File: src/rtl/vga_timing_engine.sv
// rtl/vga_timing_engine.sv - VGA raster timing with latency-matched sync/colour output (optional VGA_TEST_PATTERN_EN)
module vga_timing_engine #(
    parameter int H_ACTIVE        = 640,
    parameter int H_FP            = 16,
    parameter int H_SYNC          = 96,
    parameter int H_BP            = 48,
    parameter int V_ACTIVE        = 480,
    parameter int V_FP            = 10,
    parameter int V_SYNC          = 2,
    parameter int V_BP            = 33,
    parameter int COORD_BITS      = 10,
    parameter int COLOR_BITS      = 10,
    parameter int PIPE_LAT        = 2,
    parameter int SCALE_LOG2      = 0,
    parameter bit SYNC_ACTIVE_LOW = 1
) (
    input  logic                    clock_25,
    input  logic                    reset,
`ifdef VGA_TEST_PATTERN_EN
    input  logic                    test_mode,
`endif
    input  logic [3*COLOR_BITS-1:0] pixel_in,
    output logic [COORD_BITS-1:0]   X,
    output logic [COORD_BITS-1:0]   Y,
    output logic [COORD_BITS-1:0]   cell_x,
    output logic [COORD_BITS-1:0]   cell_y,
    output logic                    display_area,
    output logic                    frame_start,
    output logic [COLOR_BITS-1:0]   VGA_R,
    output logic [COLOR_BITS-1:0]   VGA_G,
    output logic [COLOR_BITS-1:0]   VGA_B,
    output logic                    VGA_HS,
    output logic                    VGA_VS,
    output logic                    VGA_BLANK,
    output logic                    VGA_SYNC,
    output logic                    VGA_CLK
);

    localparam int H_TOTAL = H_ACTIVE + H_FP + H_SYNC + H_BP;
    localparam int V_TOTAL = V_ACTIVE + V_FP + V_SYNC + V_BP;
    localparam int CW      = COORD_BITS + 1;
    localparam logic [COORD_BITS-1:0] H_LAST = COORD_BITS'(H_TOTAL - 1);
    localparam logic [COORD_BITS-1:0] V_LAST = COORD_BITS'(V_TOTAL - 1);
    localparam logic [CW-1:0] H_ACT_END  = CW'(H_ACTIVE);
    localparam logic [CW-1:0] H_SYNC_BEG = CW'(H_ACTIVE + H_FP);
    localparam logic [CW-1:0] H_SYNC_END = CW'(H_ACTIVE + H_FP + H_SYNC);
    localparam logic [CW-1:0] V_ACT_END  = CW'(V_ACTIVE);
    localparam logic [CW-1:0] V_SYNC_BEG = CW'(V_ACTIVE + V_FP);
    localparam logic [CW-1:0] V_SYNC_END = CW'(V_ACTIVE + V_FP + V_SYNC);
    localparam logic ACT_LVL = SYNC_ACTIVE_LOW ? 1'b0 : 1'b1;
`ifdef VGA_TEST_PATTERN_EN
    localparam int PW    = 3 + COORD_BITS;
    localparam int BAR_W = (H_ACTIVE >= 8) ? H_ACTIVE / 8 : 1;
`else
    localparam int PW = 3;
`endif

    generate
        if (H_TOTAL > (1 << COORD_BITS)) begin : g_bad_h
            $error("H_TOTAL does not fit in COORD_BITS");
        end
        if (V_TOTAL > (1 << COORD_BITS)) begin : g_bad_v
            $error("V_TOTAL does not fit in COORD_BITS");
        end
        if (PIPE_LAT < 0 || PIPE_LAT > 7) begin : g_bad_lat
            $error("PIPE_LAT out of range 0..7");
        end
        if (SCALE_LOG2 < 0 || SCALE_LOG2 > 4) begin : g_bad_scale
            $error("SCALE_LOG2 out of range 0..4");
        end
    endgenerate

    logic [COORD_BITS-1:0]   h_q, h_d, v_q, v_d;
    logic [CW-1:0]           h_ext, v_ext;
    logic                    hs_raw, vs_raw;
    logic [PW-1:0]           tap_in, tap_out;
    logic                    tap_da, tap_hs, tap_vs;
    logic [3*COLOR_BITS-1:0] rgb_q, rgb_d;
    logic                    blank_q, blank_d, hs_q, hs_d, vs_q, vs_d;

    always_comb begin
        h_d = h_q + 1'b1;
        v_d = v_q;
        if (h_q == H_LAST) begin
            h_d = '0;
            v_d = (v_q == V_LAST) ? '0 : v_q + 1'b1;
        end
    end

    always_ff @(posedge clock_25) begin
        if (!reset) begin
            h_q <= '0;
            v_q <= '0;
        end else begin
            h_q <= h_d;
            v_q <= v_d;
        end
    end

    // Extra bit keeps boundaries equal to 2^COORD_BITS from aliasing to 0
    assign h_ext        = {1'b0, h_q};
    assign v_ext        = {1'b0, v_q};
    assign X            = h_q;
    assign Y            = v_q;
    assign cell_x       = h_q >> SCALE_LOG2;
    assign cell_y       = v_q >> SCALE_LOG2;
    assign display_area = (h_ext < H_ACT_END) && (v_ext < V_ACT_END);
    assign frame_start  = (h_q == '0) && (v_q == '0);
    assign hs_raw       = (h_ext >= H_SYNC_BEG) && (h_ext < H_SYNC_END);
    assign vs_raw       = (v_ext >= V_SYNC_BEG) && (v_ext < V_SYNC_END);

`ifdef VGA_TEST_PATTERN_EN
    assign tap_in = {h_q, vs_raw, hs_raw, display_area};
`else
    assign tap_in = {vs_raw, hs_raw, display_area};
`endif

    // Flags travel active-high; all-zero is the inactive stage value
    generate
        if (PIPE_LAT == 0) begin : g_nopipe
            assign tap_out = tap_in;
        end else begin : g_pipe
            logic [PW-1:0] pipe_q [PIPE_LAT];
            logic [PW-1:0] pipe_d [PIPE_LAT];
            always_comb begin
                pipe_d[0] = tap_in;
                for (int i = 1; i < PIPE_LAT; i++) pipe_d[i] = pipe_q[i-1];
            end
            always_ff @(posedge clock_25) begin
                for (int i = 0; i < PIPE_LAT; i++) begin
                    if (!reset) pipe_q[i] <= '0;
                    else        pipe_q[i] <= pipe_d[i];
                end
            end
            assign tap_out = pipe_q[PIPE_LAT-1];
        end
    endgenerate

    assign tap_da = tap_out[0];
    assign tap_hs = tap_out[1];
    assign tap_vs = tap_out[2];

`ifdef VGA_TEST_PATTERN_EN
    logic [COORD_BITS-1:0] tap_h, bar_idx;
    logic [2:0]            bar_mask;
    logic [3*COLOR_BITS-1:0] bar_rgb;
    assign tap_h   = tap_out[PW-1:3];
    assign bar_idx = tap_h / COORD_BITS'(BAR_W);
    always_comb begin
        case (bar_idx)
            0:       bar_mask = 3'b111;
            1:       bar_mask = 3'b110;
            2:       bar_mask = 3'b011;
            3:       bar_mask = 3'b010;
            4:       bar_mask = 3'b101;
            5:       bar_mask = 3'b100;
            6:       bar_mask = 3'b001;
            default: bar_mask = 3'b000;
        endcase
    end
    assign bar_rgb = {{COLOR_BITS{bar_mask[2]}}, {COLOR_BITS{bar_mask[1]}}, {COLOR_BITS{bar_mask[0]}}};
`endif

    always_comb begin
        rgb_d   = '0;
        blank_d = tap_da;
        hs_d    = tap_hs ? ACT_LVL : ~ACT_LVL;
        vs_d    = tap_vs ? ACT_LVL : ~ACT_LVL;
        if (tap_da) begin
            rgb_d = pixel_in;
`ifdef VGA_TEST_PATTERN_EN
            if (test_mode) rgb_d = bar_rgb;
`endif
        end
    end

    always_ff @(posedge clock_25) begin
        if (!reset) begin
            rgb_q   <= '0;
            blank_q <= 1'b0;
            hs_q    <= ~ACT_LVL;
            vs_q    <= ~ACT_LVL;
        end else begin
            rgb_q   <= rgb_d;
            blank_q <= blank_d;
            hs_q    <= hs_d;
            vs_q    <= vs_d;
        end
    end

    assign VGA_R     = rgb_q[3*COLOR_BITS-1:2*COLOR_BITS];
    assign VGA_G     = rgb_q[2*COLOR_BITS-1:COLOR_BITS];
    assign VGA_B     = rgb_q[COLOR_BITS-1:0];
    assign VGA_HS    = hs_q;
    assign VGA_VS    = vs_q;
    assign VGA_BLANK = blank_q;
    assign VGA_SYNC  = 1'b0;
    assign VGA_CLK   = clock_25;

endmodule

File: config.mk
export PLATFORM = sky130hd
export DESIGN_NAME = vga_timing_engine
export DESIGN_NICKNAME = d
export VERILOG_FILES = /design/src/rtl/vga_timing_engine.sv
export SDC_FILE = /design/constraint.sdc
export NUM_CORES = 1
export LEC_CHECK = 0
export ABC_CLOCK_PERIOD_IN_PS = 2530
export CORE_ASPECT_RATIO = 1.25
export CORE_MARGIN = 3
export CORE_UTILIZATION = 30
export DETAILED_ROUTE_END_ITERATION = 8
export SYNTH_ARGS = -nofsm -noshare
export SYNTH_HDL_FRONTEND = slang
export SYNTH_SLANG_ARGS = --single-unit
File: constraint.sdc
create_clock -name clock_25 -period 2.53 [get_ports clock_25]
set_input_delay 0.506 -clock clock_25 [delete_from_list [all_inputs] [get_ports clock_25]]
set_output_delay 0.506 -clock clock_25 [all_outputs]
set_load 0.01 [all_outputs]
Yosys cells after proc, flatten, opt, wreduce, memory -nomap -nowiden
Memories as Yosys holds them, arrays and structs flattened.
Cells that the tools add are included.
Widths: inputs -> output; s select.
Word-level totals
  bits in registers: 53
  memory bits (writable): 6
  input bits: 32
  output and inout port bits: 77
  logic and storage cells: 35
  memories: 1
Cells by class
  add/subtract/negate cells: 2
  $lt $le $gt $ge: 6
  equal/unequal tests: 2
  mux-type cells: 7
  bitwise operators: 3
  reductions and logical operators: 8
Memory list
  g_pipe.pipe_q: depth 2, bits a word 3, read ports 2, clocked after Yosys merged registers in 0, wr ports 2, line 123  | logic [PW-1:0] pipe_q [PIPE_LAT];
Operators by type and width (number)
  $add 10x1->10 const B: 2
  $eq 10x10->1 const B: 2
  $logic_not 10->1: 2
  $lt 10x10->1 const B: 2
  $lt 10x9->1 const B: 2
  $ge 10x10->1 const B: 1
  $ge 10x9->1 const B: 1
  $mux 10: 1
  $mux 3: 2
  $logic_and 1x1->1: 4
  $mux 1: 4
  $or 1x1->1: 2
  $reduce_and 2->1: 1
  $reduce_or 2->1: 1
  $not 1->1: 1

Depth between registers and ports, before layout
Gate-level depths: netlist of the first run.
  depth in word-level cells: 3
  mapped depth: 6
  depth with buffers taken out: 6

==> out/qor.txt, run 1 <==
==================================================================================================
Status                                                                                complete, no violations
Library cell with the largest summed area after synthesis                             sky130_fd_sc_hd__dfxtp_1
Placed wire-length estimate                                                                4370 µm
Critical path buffers and inverters                                                              3
Wire length of the first global-routing pass                                              10100 µm
Layout cells sized above 1                                                                   9.73%
Global-route usage over all layers                                                           15.0%
Final global-route overflow total                                                                0
Top-level I/O count                                                                            109
Count of maximum capacitance violations                                                          0
Worst hold path type                                                                       reg2reg
Antenna-violating nets left                                                                      0
Commonest cells after routing, fill and taps aside                                    sky130_fd_sc_hd__clkdlybuf4s50_1, sky130_fd_sc_hd__dfxtp_1, sky130_fd_sc_hd__and3_1
Main synth FF type                                                                    sky130_fd_sc_hd__dfxtp_1
Clock tree from TritonCTS                                                                      yes
Final #Nets                                                                                    362
Overall power of the completed layout                                                      2.14 mW
RR Endpoint                                                                           Y[6]$_SDFFE_PN0N_
Reg2reg setup slack                                                                        0.33 ns
Worst setup startpoint                                                                    clock_25
Launching point of the worst reg2reg path                                             X[8]$_SDFF_PP0_
Die extent in y                                                                             103 µm
Depth of the most critical reg-to-reg path                                                       4
Number of standard cells in the layout, taps in and fillers out                                419
Setup repair after global routing missed its margin                                          false
Floorplan die area                                                                        8630 µm²
# port buffers                                                                                 107
Type of the setup path with the least slack                                                clk2out
Clock skew after layout                                                                 0.00934 ns
Fraction of registers with async set/reset                                                      0%
Sort of element at the end of the critical path                                        output port
DRC viols                                                                                        0
Clock transition time at the flip-flop clock pins of the worst setup and hold paths        0.07 ns
Total number of placement rows                                                                  34
Top routing layer in use                                                                      met4
Leakage power summed over all cells                                                        1.41 nW
Multi-input gate area in the final layout                                                  865 µm²
Relative area change from synthesis to final layout                                          56.9%
Number of global-route vias before repair                                                     1961
Biggest area contributors in the synthesized netlist                                  sky130_fd_sc_hd__dfxtp_1, sky130_fd_sc_hd__and3_1, sky130_fd_sc_hd__buf_4
Router iterations before antenna repair                                                          4
Finished layout cell area                                                                 3550 µm²
Cell family with the largest share of critical-path delay                             buffers and inverters
Wirelength, routed                                                                         6140 µm
Worst ir drop on vdd                                                                        269 µV
CP Launch Type                                                                          clock port
Transition time at the pin with the least slew margin                                     0.765 ns
Routed length per instance                                                                 14.6 µm
Total met3 wirelength after detailed routing                                                537 µm
Via Count                                                                                     1935
Required time reported for the critical path endpoint                                      2.02 ns
Die boundary width                                                                         83.7 µm
Slowest cell on the critical path                                                     sky130_fd_sc_hd__clkdlybuf4s50_1
Power density normalized to cell area                                                   604 nW/µm²
Gate Count Post-Synth                                                                          231
Number of storage elements in the synthesis netlist                                             59
Highest fanout seen on the critical path                                                         2
Iteration-0 DRC count of the detailed router                                                    46
Pins over their slew limit                                                                       0
Area of the mapped netlist                                                                2260 µm²
Most common cell type on the critical path                                            sky130_fd_sc_hd__clkbuf_8
Data arrival, critical path                                                                1.96 ns
Post-synthesis average cell area                                                          9.79 µm²
Routed length on met2                                                                      2680 µm
Met1 Wirelength                                                                            2810 µm
Cell-by-cell trace of the critical path                                               clkbuf_8 > clkbuf_8 > clkdlybuf4s50_1
Worst path max stage delay                                                                 0.47 ns
Worst slew slack as a fraction of its limit                                                  48.9%
DR vias/cell                                                                                  4.62
Starting density of the core                                                                 31.7%
Post-synth cell types                                                                           35
Post-placement cell area                                                                  3290 µm²
Core area                                                                                 7150 µm²
Number of enable-type register cells in the synthesized netlist                                  0
Top cell type's share of synthesized area                                                    52.2%
Clock latency reported for the late side of the worst-skew pair                            0.44 ns
Total of warnings raised by yosys                                                                0
Final hold violation count                                                                       0
Synthesized net count                                                                          267
Finish-stage setup viols                                                                         0
Final-layout fill cell count                                                                   692
Placed Instances                                                                               402
Path length in cells of the critical path                                                        3
Critical Path Sink                                                                         VGA_CLK
Final-layout setup total negative slack                                                       0 ns
Number of antenna violations at the first check in global routing                                0
Number of diodes added for antenna fixing                                                        0
Gpl congestion                                                                               0.743
Leading cell type in the layout, fill and taps excluded                               sky130_fd_sc_hd__clkdlybuf4s50_1
Flip-flop and latch area                                                                  1180 µm²
Pin count of the biggest net entering global routing                                            32
Post-synthesis sequential area ratio                                                         52.2%
==================================================================================================
metal layers:
metal  GRT usage (%)  up-vias
met2            22.9       93
met3            6.47       11
met5               0        -
met1            18.8      872
li1                -      959
met4            6.19        0
how the worst min path moves through the flow:
| stage | startpoint | to | cells after the start |
|---|---|---|---|
| after global placement | g_pipe.pipe_q[1][2]$_SDFF_PN0_ | VGA_VS$_SDFF_PN1_ | 1 |
| after CTS | g_pipe.pipe_q[1][2]$_SDFF_PN0_ | VGA_VS$_SDFF_PN1_ | 1 |
| after global routing | g_pipe.pipe_q[1][2]$_SDFF_PN0_ | VGA_VS$_SDFF_PN1_ | 1 |
| after detailed placement | g_pipe.pipe_q[1][2]$_SDFF_PN0_ | VGA_VS$_SDFF_PN1_ | 1 |
| final | g_pipe.pipe_q[1][2]$_SDFF_PN0_ | VGA_VS$_SDFF_PN1_ | 1 |
| after floorplan | g_pipe.pipe_q[1][1]$_SDFF_PN0_ | VGA_HS$_SDFF_PN1_ | 1 |
where the power goes:
group          internal, mW  switching [mW]
registers             0.948          0.0148
clock network         0.651           0.386
logic                0.0941          0.0507
total                  1.69           0.452
kinds of logic after synthesis:
family | count (synthesis) | share of synthesized area (%)
xor+xnor | 12 | 4.65
other cells | 1 | 0.166
compound gates | 11 | 3.04
flops | 59 | 52.2
buf+inv | 39 | 10.5
fa+ha+maj | 4 | 2.21
simple gates | 105 | 27.2
per-stage QoR:
step           setup slack (ns)  hold WS (ns)  utilization (%)
3_3_place_gp              0.195         0.346             46.0
2_1_floorplan             0.434         0.343                -
6_report                 0.0631         0.363             49.6
4_1_cts                  0.0487         0.366             49.6
5_1_grt                  0.0117         0.381             49.6
3_5_place_dp              0.181         0.350             46.0
registers in the layout (all words and copies together), names as in the netlist:
signal	cells
rgb_q	30
X	10
VGA_BLANK	1
Y	10
VGA_HS	1
g_pipe.pipe_q	6
VGA_VS	1
final cells by class:
type	count	share of cell area [%]
clock inverter	2	0.987
multi-input combinational	133	24.4
tap	90	3.17
timing repair buffer	114	31.6
clock buffer	16	6.10
sequential	59	33.3
inverter	5	0.529
cell usage after synthesis (2+ instances only):
cell                       number
sky130_fd_sc_hd__nor2_1        11
sky130_fd_sc_hd__nand4b_1       3
sky130_fd_sc_hd__and2_1         8
sky130_fd_sc_hd__inv_1          5
sky130_fd_sc_hd__nand2b_1       2
sky130_fd_sc_hd__or3_1          3
sky130_fd_sc_hd__nor3_1         5
sky130_fd_sc_hd__nand2_1       10
sky130_fd_sc_hd__clkbuf_1      10
sky130_fd_sc_hd__nor4_1         8
sky130_fd_sc_hd__nand4_1        6
sky130_fd_sc_hd__a21oi_1        4
sky130_fd_sc_hd__xor2_1         3
sky130_fd_sc_hd__buf_4         22
sky130_fd_sc_hd__o21ai_0        3
sky130_fd_sc_hd__xnor2_1        9
sky130_fd_sc_hd__and3_1        33
sky130_fd_sc_hd__nand3_1        8
sky130_fd_sc_hd__dfxtp_1       59
sky130_fd_sc_hd__ha_1           4
repair_timing:
action | in CTS | in global routing
pin swaps | 0 | 0
setup buffers | 0 | 0
setup endpoints to repair | 1 | 1
hold buffers | 0 | 0
endpoints found under the hold margin | 0 | 0
resized for setup | 3 | 1
(Power assumes the default switching activity.)
==> run 2: changes to the inputs <==
- CAP_MARGIN: unset -> 20
- SLEW_MARGIN: unset -> 10
==> results of run 2 <==
Final layout, timing and power as in run 1 (identical DEF).
